## src/rtl/ser_stream_pkg.sv

```systemverilog
// Shared types and helpers for the ser_stream serializer.
// The slot struct depends on DATA_W, so it is declared inside ser_stream itself.
package ser_stream_pkg;

    typedef enum logic {
        SLOT_EMPTY = 1'b0,
        SLOT_VALID = 1'b1
    } slot_state_e;

    localparam int MIN_DATA_W = 2;

    // Requested bit counts above the word width send the whole word.
    function automatic int clamp_mod(input int mod, input int data_w);
        return (mod > data_w) ? data_w : mod;
    endfunction

endpackage

```

## src/rtl/ser_bit_counter.sv

```systemverilog
// Loadable down-counter that tracks the bits remaining in the active word.
module ser_bit_counter #(
    parameter int MOD_W = 5
) (
    input  logic             clk_i,
    input  logic             rst_i,
    input  logic             load_i,
    input  logic [MOD_W-1:0] load_val_i,
    input  logic             dec_i,
    output logic             last_o,
    output logic             zero_o
);

    logic [MOD_W-1:0] cnt_q, cnt_d;

    always_comb begin
        cnt_d = cnt_q;
        if (load_i) begin
            cnt_d = load_val_i;
        end else if (dec_i && (cnt_q != '0)) begin
            cnt_d = cnt_q - MOD_W'(1);
        end
    end

    always_ff @(posedge clk_i) begin
        if (rst_i) begin
            cnt_q <= '0;
        end else begin
            cnt_q <= cnt_d;
        end
    end

    assign last_o = (cnt_q == MOD_W'(1));
    assign zero_o = (cnt_q == '0);

endmodule

```

## src/rtl/ser_stream.sv

```systemverilog
// Parallel-to-serial converter with one active and one pending word slot.
// The active slot is valid exactly when its bit counter is non-zero.
module ser_stream
    import ser_stream_pkg::*;
#(
    parameter int DATA_W = 16,
    parameter int MOD_W  = $clog2(DATA_W) + 1
) (
    input  logic              clk_i,
    input  logic              rst_i,
    input  logic              data_val_i,
    input  logic [DATA_W-1:0] data_i,
    input  logic [MOD_W-1:0]  data_mod_i,
    input  logic              lsb_first_i,
    output logic              ser_data_o,
    output logic              ser_data_val_o,
    output logic              ser_last_o,
    output logic              busy_o
);

    typedef struct packed {
        logic [DATA_W-1:0] data;
        logic [MOD_W-1:0]  cnt;
        logic              lsb_first;
    } slot_t;

    slot_t             pend_q, pend_d;
    slot_state_e       pend_state_q, pend_state_d;
    logic [DATA_W-1:0] act_sh_q, act_sh_d;
    logic              act_lsb_q, act_lsb_d;

    logic              cnt_load, cnt_dec, cnt_last, cnt_zero;
    logic [MOD_W-1:0]  cnt_load_val;
    logic [MOD_W-1:0]  in_n;
    logic              act_valid, act_free, in_go;

    ser_bit_counter #(.MOD_W(MOD_W)) u_cnt (
        .clk_i      (clk_i),
        .rst_i      (rst_i),
        .load_i     (cnt_load),
        .load_val_i (cnt_load_val),
        .dec_i      (cnt_dec),
        .last_o     (cnt_last),
        .zero_o     (cnt_zero)
    );

    assign busy_o    = (pend_state_q == SLOT_VALID);
    assign act_valid = !cnt_zero;
    assign act_free  = cnt_zero || cnt_last;
    assign in_n      = MOD_W'(clamp_mod(int'(data_mod_i), DATA_W));
    // Zero-length words are accepted but never occupy a slot.
    assign in_go     = data_val_i && !busy_o && (in_n != '0);

    always_comb begin
        pend_d       = pend_q;
        pend_state_d = pend_state_q;
        act_sh_d     = act_sh_q;
        act_lsb_d    = act_lsb_q;
        cnt_load     = 1'b0;
        cnt_load_val = '0;
        cnt_dec      = act_valid;

        if (act_valid) begin
            act_sh_d = act_lsb_q ? (act_sh_q >> 1) : (act_sh_q << 1);
        end

        if (act_free) begin
            if (pend_state_q == SLOT_VALID) begin
                act_sh_d     = pend_q.data;
                act_lsb_d    = pend_q.lsb_first;
                cnt_load     = 1'b1;
                cnt_load_val = pend_q.cnt;
                pend_state_d = SLOT_EMPTY;
            end else if (in_go) begin
                act_sh_d     = data_i;
                act_lsb_d    = lsb_first_i;
                cnt_load     = 1'b1;
                cnt_load_val = in_n;
            end
        end else if (in_go) begin
            pend_d       = '{data: data_i, cnt: in_n, lsb_first: lsb_first_i};
            pend_state_d = SLOT_VALID;
        end
    end

    always_ff @(posedge clk_i) begin
        if (rst_i) begin
            pend_q       <= '0;
            pend_state_q <= SLOT_EMPTY;
            act_sh_q     <= '0;
            act_lsb_q    <= 1'b0;
        end else begin
            pend_q       <= pend_d;
            pend_state_q <= pend_state_d;
            act_sh_q     <= act_sh_d;
            act_lsb_q    <= act_lsb_d;
        end
    end

    assign ser_data_val_o = act_valid;
    assign ser_last_o     = act_valid && cnt_last;
    assign ser_data_o     = act_valid && (act_lsb_q ? act_sh_q[0] : act_sh_q[DATA_W-1]);

endmodule

```

## config.mk

```make
export PLATFORM = sky130hd
export DESIGN_NAME = ser_stream
export DESIGN_NICKNAME = d
export VERILOG_FILES = /design/src/rtl/ser_stream_pkg.sv /design/src/rtl/ser_bit_counter.sv /design/src/rtl/ser_stream.sv
export SDC_FILE = /design/constraint.sdc
export NUM_CORES = 1
export LEC_CHECK = 0
export CAP_MARGIN = 20
export CORE_UTILIZATION = 54
export CTS_BUF_LIST = sky130_fd_sc_hd__clkbuf_16
export CTS_CLUSTER_SIZE = 16
export DETAILED_ROUTE_END_ITERATION = 7
export PLACE_DENSITY = 0.78
export SLEW_MARGIN = 20
export SYNTH_ARGS = -nofsm -noshare
export SYNTH_HDL_FRONTEND = slang
export SYNTH_SLANG_ARGS = --single-unit
```

## constraint.sdc

```tcl
create_clock -name clk_i -period 4.91 [get_ports clk_i]
set_input_delay 0.982 -clock clk_i [delete_from_list [all_inputs] [get_ports clk_i]]
set_output_delay 0.982 -clock clk_i [all_outputs]
set_load 0.03 [all_outputs]
```

==> impl_metrics.tcl <==
set metrics [dict create \
    die_area_um2 4460 \
    rr_worst_depth 7 \
    dieWidth_um 66.8 \
    synth-xor-area-share_pct 0.773 \
    start_util_pct 56.3 \
    critPathCaptureType "output port" \
    hp-class "reg -> reg" \
    layout_min_cycle_time_ns 3.69 \
    p_per_area_nw_per_um2 601 \
    vias 2028 \
    first_pass_iters 4 \
    setup-tns-final_ns 0 \
    drt_wl_total_um 5010 \
    cts_tree "yes" \
    rsz0062_at_grt "no" \
    synth-seq-cells 45 \
    num_io_pins 29 \
    synth_top_family_by_area "compound AO/OA/AOI/OAI gates" \
    synth_nets 299 \
    cts.clk_slew.worst_paths_ns 0.06 \
    synthMuxAreaShare_pct 7.06 \
    finClkSkew_ns 0.00734 \
    fp.dieH_um 66.8 \
    crit_arrival_ns 2.71 \
    peakVddDrop_uv 254 \
    antenna_cells 0 \
    clockRootBuffer "clkbuf_16" \
    cts.sinks 45 \
    crit_path_start_kind "flip-flop" \
    drt_iter0_drc 165 \
    routedWlPerCell_um 14.7 \
    ys_types 42 \
    antenna_left 0 \
    cts_buffer_depth 2 \
    slew_headroom_pct 28.6 \
    grt_pass1_vias 1739 \
    cts_htree_levels 2 \
    area_growth_pct 18.4 \
    max_freq_mhz 271 \
    crit_fanout 17 \
    globalRouteTotalUtil_pct 24.6 \
    fin_nets 316 \
    antenna_found_initial 0 \
    grt_pass1_wl_um 8180 \
    synth-compound-area-share_pct 27.0 \
    grt_max_degree 33 \
    synthAdderAreaFrac_pct 1.10 \
    clk_latency_ns 0.28 \
    io_buffers 28 \
    syn_avg_cell_area_um2 8.34 \
    period_share_pct 75.2 \
    cts-hold-fix-buffers 0 \
    worstSetupPathType "reg -> out" \
    post-cts-setup-buffer-count 0 \
    hold_depth 2 \
    coreArea_um2 4030 \
    fp-row-count 23 \
    drive_gt1_share_pct 6.55 \
    drcViolationCount 0 \
    dpl.hpwl_um 3430 \
    finalHoldViolations 0 \
    p_leak_nw 0.925 \
    syn_inst 272 \
    vias_per_cell 5.96 \
    seq_area_frac_synth_pct 39.7 \
    maxCapViolations 0 \
    status "finished, final reports clean" \
    netlist_area_um2 2270 \
    cts_resized 0 \
    synth_simple_gate_area_share_pct 19.4 \
    numCtsBuffers 5 \
    gp_congestion 0.836 \
    required_ns 3.93 \
    synth_warnings 0 \
    slew_viol_final 0 \
    setup_viol 0 \
    grt_overflow 0 \
    tightest_slew_ns 1.07 \
    fin_util_pct 66.6 \
]
logic make-up after synthesis:
group | count (synthesis)
buffers and inverters | 25
XOR/XNOR | 2
flip-flops | 45
AO/OA/AOI/OAI | 92
adder cells (fa/ha/maj) | 2
AND/OR/NAND/NOR | 90
multiplexers | 16
per-stage QoR:
stage | instances | hold WS (ns) | power, mW | setup WS [ns] | area [um2]
2_1_floorplan | 272 | 0.430 | 1.13 | 2.40 | 2270
3_3_place_gp | 332 | 0.442 | 1.27 | 1.59 | 2540
3_5_place_dp | 332 | 0.447 | 1.29 | 1.52 | 2540
4_1_cts | 340 | 0.455 | 1.62 | 1.21 | 2690
5_1_grt | 340 | 0.469 | 1.73 | 1.01 | 2690
6_report | 340 | 0.452 | 1.61 | 1.22 | 2690
flip-flops by register name, indices dropped and copies added, names as in the netlist:
| register | flops |
|---|---|
| pend_q | 22 |
| act_sh_q | 16 |
| u_cnt.cnt_q | 5 |
| act_lsb_q | 1 |
| busy_o | 1 |
worst max-delay path, cell delays in order (launching register included):
cell,delay (ns)
dfxtp_1,0.34
inv_1,0.07
ha_1,0.33
nor4b_4,0.70
buf_4,0.33
nor2_1,0.06
clkdlybuf4s50_1,0.58
layout make-up:
class / instances / area, um2
fillers: 350 / 1340
well taps: 50 / 62.6
multi-input cells: 202 / 1260
flip-flops and latches: 45 / 901
clock buffers: 5 / 125
repair buffers: 31 / 303
clock inverters: 3 / 18.8
inverters: 4 / 15.0
power by group:
group | total [mW] | internal [mW] | switching [mW]
logic | 0.691 | 0.290 | 0.401
clock network | 0.328 | 0.187 | 0.141
registers | 0.595 | 0.467 | 0.128
total | 1.61 | 0.943 | 0.670
final timing paths:
kind                         end           start  slack (ns)
hold reg to reg        pend_q[1]       pend_q[1]        0.45
setup reg to reg  u_cnt.cnt_q[1]  u_cnt.cnt_q[0]        2.45
hold / removal         pend_q[1]       pend_q[1]        0.45
setup / recovery      ser_data_o  u_cnt.cnt_q[0]        1.22
Yosys cell counts, drive strengths merged:
library cell / number / share of area, %
and3b: 1 / 0.39
nor2: 22 / 3.6
nand3b: 1 / 0.33
inv: 4 / 0.66
a21oi: 42 / 9.3
o221ai: 2 / 1.0
buf: 7 / 1.8
a2111oi: 4 / 1.8
nor3: 4 / 1.4
nor4bb: 3 / 1.3
nand3: 4 / 0.88
o21ai: 2 / 0.44
nand2b: 2 / 0.55
a22oi: 17 / 5.6
xnor2: 1 / 0.39
clkbuf: 14 / 2.4
nor3b: 2 / 0.66
or3: 3 / 0.83
nor4b: 1 / 1.0
nand2: 42 / 7.0
o22ai: 16 / 4.4
mux2i: 16 / 7.1
or4: 1 / 0.33
nor4: 2 / 0.55
a21o: 1 / 0.33
xor2: 1 / 0.39
dfxtp: 45 / 40
o41a: 1 / 0.94
nor2b: 1 / 0.28
a211oi: 3 / 0.99
o32a: 1 / 0.44
o31ai: 1 / 0.33
ha: 2 / 1.1
and3: 1 / 0.28
o221a: 2 / 1.4
placed cells by master, fill, tap and decap left out, drive strengths merged, types with 5 or more instances in the layout:
master,n
inv,5
a21oi,42
clkdlybuf4s50,28
o22ai,16
nor2,22
nand2,42
a22oi,17
mux2i,16
clkbuf,5
dfxtp,45
layer usage:
metal | track usage, % | wire length (um) | part of all wire (%)
met3 | 5.14 | 265 | 5.3
met4 | 7.98 | 81 | 1.6
met2 | 34.3 | 2120 | 42
met1 | 36.8 | 2550 | 51
met5 | 0 | 0 | 0
No activity file was read; power rests on OpenSTA's default activity.
==> variant 1: new RTL, same settings <==
Reset style: asynchronous (`rst_i`), changed in 2 clocked blocks.
--- a/src/rtl/ser_bit_counter.sv
+++ b/src/rtl/ser_bit_counter.sv
@@ -22,7 +22,7 @@
         end
     end
 
-    always_ff @(posedge clk_i) begin
+    always_ff @(posedge clk_i or posedge rst_i) begin
         if (rst_i) begin
             cnt_q <= '0;
         end else begin
--- a/src/rtl/ser_stream.sv
+++ b/src/rtl/ser_stream.sv
@@ -83,7 +83,7 @@
         end
     end
 
-    always_ff @(posedge clk_i) begin
+    always_ff @(posedge clk_i or posedge rst_i) begin
         if (rst_i) begin
             pend_q       <= '0;
             pend_state_q <= SLOT_EMPTY;
Formal check against the unedited RTL: differs if rst_i is asserted again (counterexample within 4 cycles, from zero or initial values and one cycle with rst_i high); with rst_i held inactive, the same outputs for 10 cycles.
==> variant 1 against the unedited design <==
- clock skew decreased by 0.00085 ns
- synthesized area increased by 6.1%
- critical path depth unchanged
- wire length decreased by 4.4%
- cell area increased by 5.5%
- fmax increased by 10%
- setup slack improved by 0.34 ns
- global-route usage decreased by 1.3 points
- synthesized cell count decreased by 16%
- power increased by 6.3%
- register-to-register slack improved by 0.04 ns
- sequential cell count unchanged
- largest cell class unchanged
==> variant 1: results (changes against the unedited design) <==
| Metric | Value |
|---|---|
| Status | completed |
| Switching Fraction | 37.7% (-3.9 points) |
| Max incr delay on CP | 0.60 ns (-0.10 ns) |
| Max transition margin | 30.5% (+1.9 points) |
| Setup slack, reg-to-reg | 2.49 ns (+0.04 ns) |
| Worst-path fanout max | 37 (+20) |
| Max Root-Sink Buffers | 2 (unchanged) |
| Layout cells sized above 1 | 5.18% (-1.4 points) |
| Layout filler cell count | 321 (-8.3%) |
| Fin Hold WS | 0.490 ns (+0.0385 ns) |
| TritonRoute pass-1 iters | 5 (+1) |
| Critical path data arrival time | 2.37 ns (-0.34 ns) |
| Setup slack after placement | 1.66 ns (+0.140 ns) |
| Commonest cells in the netlist | dfrtp_1, nor2_1, mux2_1, mux2i_1 |
| Largest net degree at the start of global routing | 38 (+15%) |
| Clk Latency, worst-skew pair | 0.28 ns (about the same) |
| Setup crit start | u_cnt.cnt_q[0]$_DFFE_PP0P_ |
| Register area share after synthesis | 46.8% (+7.1 points) |
| WL met2 | 2070 um (-2.3%) |
| 1st-iter DRT viols | 125 (-24%) |
| Via density | 5.96 (about the same) |
| Total GRT Usage | 23.2% (-1.3 points) |
| Worst Hold Depth | 1 (-1) |
| Synth Flop Type | dfrtp_1 |
| Mapped Cells | 229 (-16%) |
| Yosys cell types | 41 (-2.4%) |
| Worst Reg-to-Reg Cells | 4 (-3) |
| Final nets | 278 (-12%) |
| Share of flip-flops with an asynchronous set or reset | 100% (+100 points) |
| HPWL Detailed | 3320 um (-3.0%) |
| First-pass GRT wire length | 7980 um (-2.5%) |
| Worst Setup EP | ser_data_val_o |
| Hold Crit Start | pend_q[12]$_DFFE_PP0P_ |
| Register area | 1130 um2 (+25%) |
| Hold Crit Class | reg -> reg |
| Vias in the first global route | 1622 (-6.7%) |
| P_leak | 0.00116 uW (+25%) |
| Post-DP Area | 2700 um2 (+6.2%) |
| Wire length per cell | 15.9 um (+8.0%) |
| Synth area leaders | dfrtp_1, mux2_1, mux2i_1, a22oi_1, o22ai_1 |
| CP max stage cell | clkdlybuf4s50_1 |
| Syn nets | 256 (-14%) |
| FF-to-FF End | u_cnt.cnt_q[3]$_DFFE_PP0P_ |
| Vias after detailed routing | 1794 (-12%) |
| Fmax | 299 MHz (+10%) |
| Worst reg2reg startpoint | busy_o$_DFFE_PP0P_ |
| Placed insts | 294 (-11%) |
| Met3 Routed Length | 143 um (-46%) |
| GP Congestion | 0.776 (-7.2%) |
| Worst VDD drop | 0.000332 V (+31%) |
| # port buffers | 28 (unchanged) |
| Wl on met1 | 2500 um (-1.8%) |
| Hold Path End | pend_q[12]$_DFFE_PP0P_ |
| Final Skew | 0.00649 ns (-0.000850 ns) |
==> variant 1: cell types whose count changed after synthesis, moves of 8 or more <==
| cell | change |
|---|---|
| nand2_1 | -33 |
| mux2_1 | +17 |
| o21ai_1 | +8 |
| a21oi_1 | -26 |
| dfrtp_1 | +45 |
| dfxtp_1 | -45 |
==> variant 1: cell families after synthesis <==
| group | after synthesis | share of synthesized area [%] |
|---|---|---|
| AND/OR/NAND/NOR | 52 | 11.4 |
| multiplexers | 34 | 15.0 |
| flip-flops | 45 | 46.8 |
| buffers and inverters | 21 | 4.16 |
| adder cells (fa/ha/maj) | 2 | 1.04 |
| XOR/XNOR | 3 | 1.09 |
| AO/OA/AOI/OAI | 72 | 20.5 |
==> variant 1: cell type report <==
cell class / instances / area share, %
flip-flops and latches: 45 / 39.8
inverters: 5 / 0.663
well taps: 50 / 2.21
repair buffers: 31 / 10.7
clock inverters: 2 / 0.265
multi-input cells: 163 / 42.0
clock buffers: 5 / 4.42
==> variant 1: power groups by stage <==
stage	combinational, uW	sequential, uW	clock [uW]
after global placement	674	707	0
after detailed placement	693	718	0
final	696	712	306
after floorplan	583	630	0
after global routing	771	737	327
after CTS	695	712	312
==> variant 1: metal layers <==
| layer | GRT usage, % | vias up |
|---|---|---|
| li1 | - | 893 |
| met1 | 36.9 | 860 |
| met2 | 31.9 | 33 |
| met3 | 3.62 | 8 |
| met4 | 7.91 | 0 |
| met5 | 0 | - |
==> variant 1: critical path: cells and delay by family, from the launching register on <==
family / cells / cell delay [ns]
buffers and inverters: 4 / 1.17
DFF: 1 / 0.42
adders and majority gates: 1 / 0.28
and+or+nand+nor: 1 / 0.22
==> variant 2: new RTL, same settings <==
Made on the original files. Set the parameter `DATA_W` to 32 (it was 16).
--- a/src/rtl/ser_stream.sv
+++ b/src/rtl/ser_stream.sv
@@ -3,7 +3,7 @@
 module ser_stream
     import ser_stream_pkg::*;
 #(
-    parameter int DATA_W = 16,
+    parameter int DATA_W = 32,
     parameter int MOD_W  = $clog2(DATA_W) + 1
 ) (
     input  logic              clk_i,
Interface: changed (resized data_i and data_mod_i); port bits go from 29 to 46. The function was not compared with the original's and may differ.
==> variant 2 against the unedited design <==
- setup slack lost 0.058 ns
- power rose by 76%
- cell area rose by 77%
- die area is 75% higher
- synthesized area rose by 78%
- synthesized cell count up 75%
- clock power up 120%
- sequential cell count up 34
- wire length is 100% higher
- critical path type unchanged
- highest routed layer unchanged
==> variant 2: results (changes against the unedited design) <==
| Metric | Value |
|---|---|
| Switching Fraction | 41.4% (-0.18 points) |
| Vias in the first global route | 3345 (+92%) |
| Max transition margin | 32.5% (+3.8 points) |
| Status | completed |
| Worst Reg-to-Reg Cells | 6 (-1) |
| CP max stage cell | clkdlybuf4s50_1 |
| Non-Filler Instances | 592 (+74%) |
| Total CTS buffers | 9 (+4) |
| P_leak | 0.00157 uW (+70%) |
| Worst reg2reg startpoint | u_cnt.cnt_q[2]$_SDFFE_PP0P_ |
| GP Congestion | 0.794 (-5.1%) |
| Via density | 6.40 (+7.4%) |
| Crit path max-delay family | simple AND/OR/NAND/NOR gates |
| H-tree depth | 3 (+1) |
| Critical path data arrival time | 2.77 ns (+0.06 ns) |
| 1st-iter DRT viols | 232 (+41%) |
| FF-to-FF End | act_sh_q[17]$_SDFF_PP0_ |
| Total GRT Usage | 26.8% (+2.3 points) |
| Placed insts | 576 (+73%) |
| # port buffers | 45 (+61%) |
| First-pass GRT wire length | 16400 um (+100%) |
| Final Skew | 0.00825 ns (+0.000914 ns) |
| Root Driver | clkbuf_16 |
| Worst-path fanout max | 37 (+20) |
| Worst VDD drop | 0.000366 V (+44%) |
| Clk Latency, worst-skew pair | 0.34 ns (+0.06 ns) |
| Setup slack, reg-to-reg | 2.09 ns (-0.36 ns) |
| Register area share after synthesis | 39.2% (-0.49 points) |
| Overall routed net length | 10100 um (+100%) |
| Yosys cell types | 50 (+19%) |
| Biggest registers after layout | pend_q (39), act_sh_q (32), u_cnt.cnt_q (6) |
| Largest net degree at the start of global routing | 39 (+18%) |
==> variant 2: cell types whose count changed in the layout (fill, tap and decap cells not counted), moves of 8 or more <==
cell and delta:
dfxtp_1 +33, o21ai_0 +37, clkdlybuf4s50_1 +17, buf_4 +8
nand2_1 -39, nand3_1 +30, nor2_1 -19, a22oi_1 +15
a21oi_1 +67, mux2i_1 +17, o22ai_1 +15
==> variant 2: worst min path at each step <==
stage                             end  slack [ns]  cells after the start
5_1_grt        pend_q[9]$_SDFFE_PP0P_        0.49                      2
3_3_place_gp   pend_q[1]$_SDFFE_PP0P_        0.46                      2
3_5_place_dp   pend_q[2]$_SDFFE_PP0P_        0.46                      2
2_1_floorplan  pend_q[2]$_SDFFE_PP0P_        0.45                      2
4_1_cts        pend_q[1]$_SDFFE_PP0P_        0.47                      2
6_report       pend_q[1]$_SDFFE_PP0P_        0.47                      2
==> variant 2: layer usage <==
metal  vias up  GRT usage, %  part of all wire [%]
li1       1836             -                     -
met2       135          44.8                    49
met5         -             0                     0
met3        13          4.48                   5.2
met1      1807          35.5                    45
met4         0          8.50                   1.5
==> variant 2: worst register-to-register path, stage by stage (launching register included) <==
cell,delay [ns]
dfxtp_1,0.36
nor4_4,0.25
buf_4,0.38
o21a_1,0.74
buf_4,0.40
a21o_4,0.39
o22ai_1,0.16
==> variant 2: layout make-up <==
cell class	instances	area [um2]
Fill cell	631	2450
Multi-Input combinational cell	339	2190
Sequential cell	79	1580
Timing Repair Buffer	56	533
Clock buffer	9	225
Tap cell	99	124
Clock inverter	7	97.6
Inverter	3	11.3
==> variant 2: power by group through the flow <==
| stage | sequential (uW) | combinational (uW) | clock, uW |
|---|---|---|---|
| after floorplan | 889 | 943 | 0 |
| after CTS | 971 | 1130 | 725 |
| after global placement | 974 | 1100 | 0 |
| after global routing | 998 | 1250 | 749 |
| final | 973 | 1140 | 718 |
| after detailed placement | 980 | 1120 | 0 |
==> variant 2: cell families (layout without fill, tap and decap cells) <==
family                   count (synthesis)  in the layout  share of synthesized area, %
buffers and inverters                   57             75                          6.74
AND/OR/NAND/NOR                         67             67                          10.0
XOR/XNOR                                 3              3                         0.652
flip-flops                              79             79                          39.2
AO/OA/AOI/OAI                          234            234                          34.5
multiplexers                            33             33                          8.20
adder cells (fa/ha/maj)                  2              2                         0.621
==> variant 2: per-stage QoR <==
stage	instance area, um2	setup WS (ns)	hold slack (ns)	util (%)
2_1_floorplan	4030	2.36	0.448	-
3_3_place_gp	4440	1.54	0.456	61.6
3_5_place_dp	4440	1.43	0.461	61.6
4_1_cts	4760	1.18	0.472	66.0
5_1_grt	4760	1.00	0.494	66.0
6_report	4760	1.16	0.473	66.0
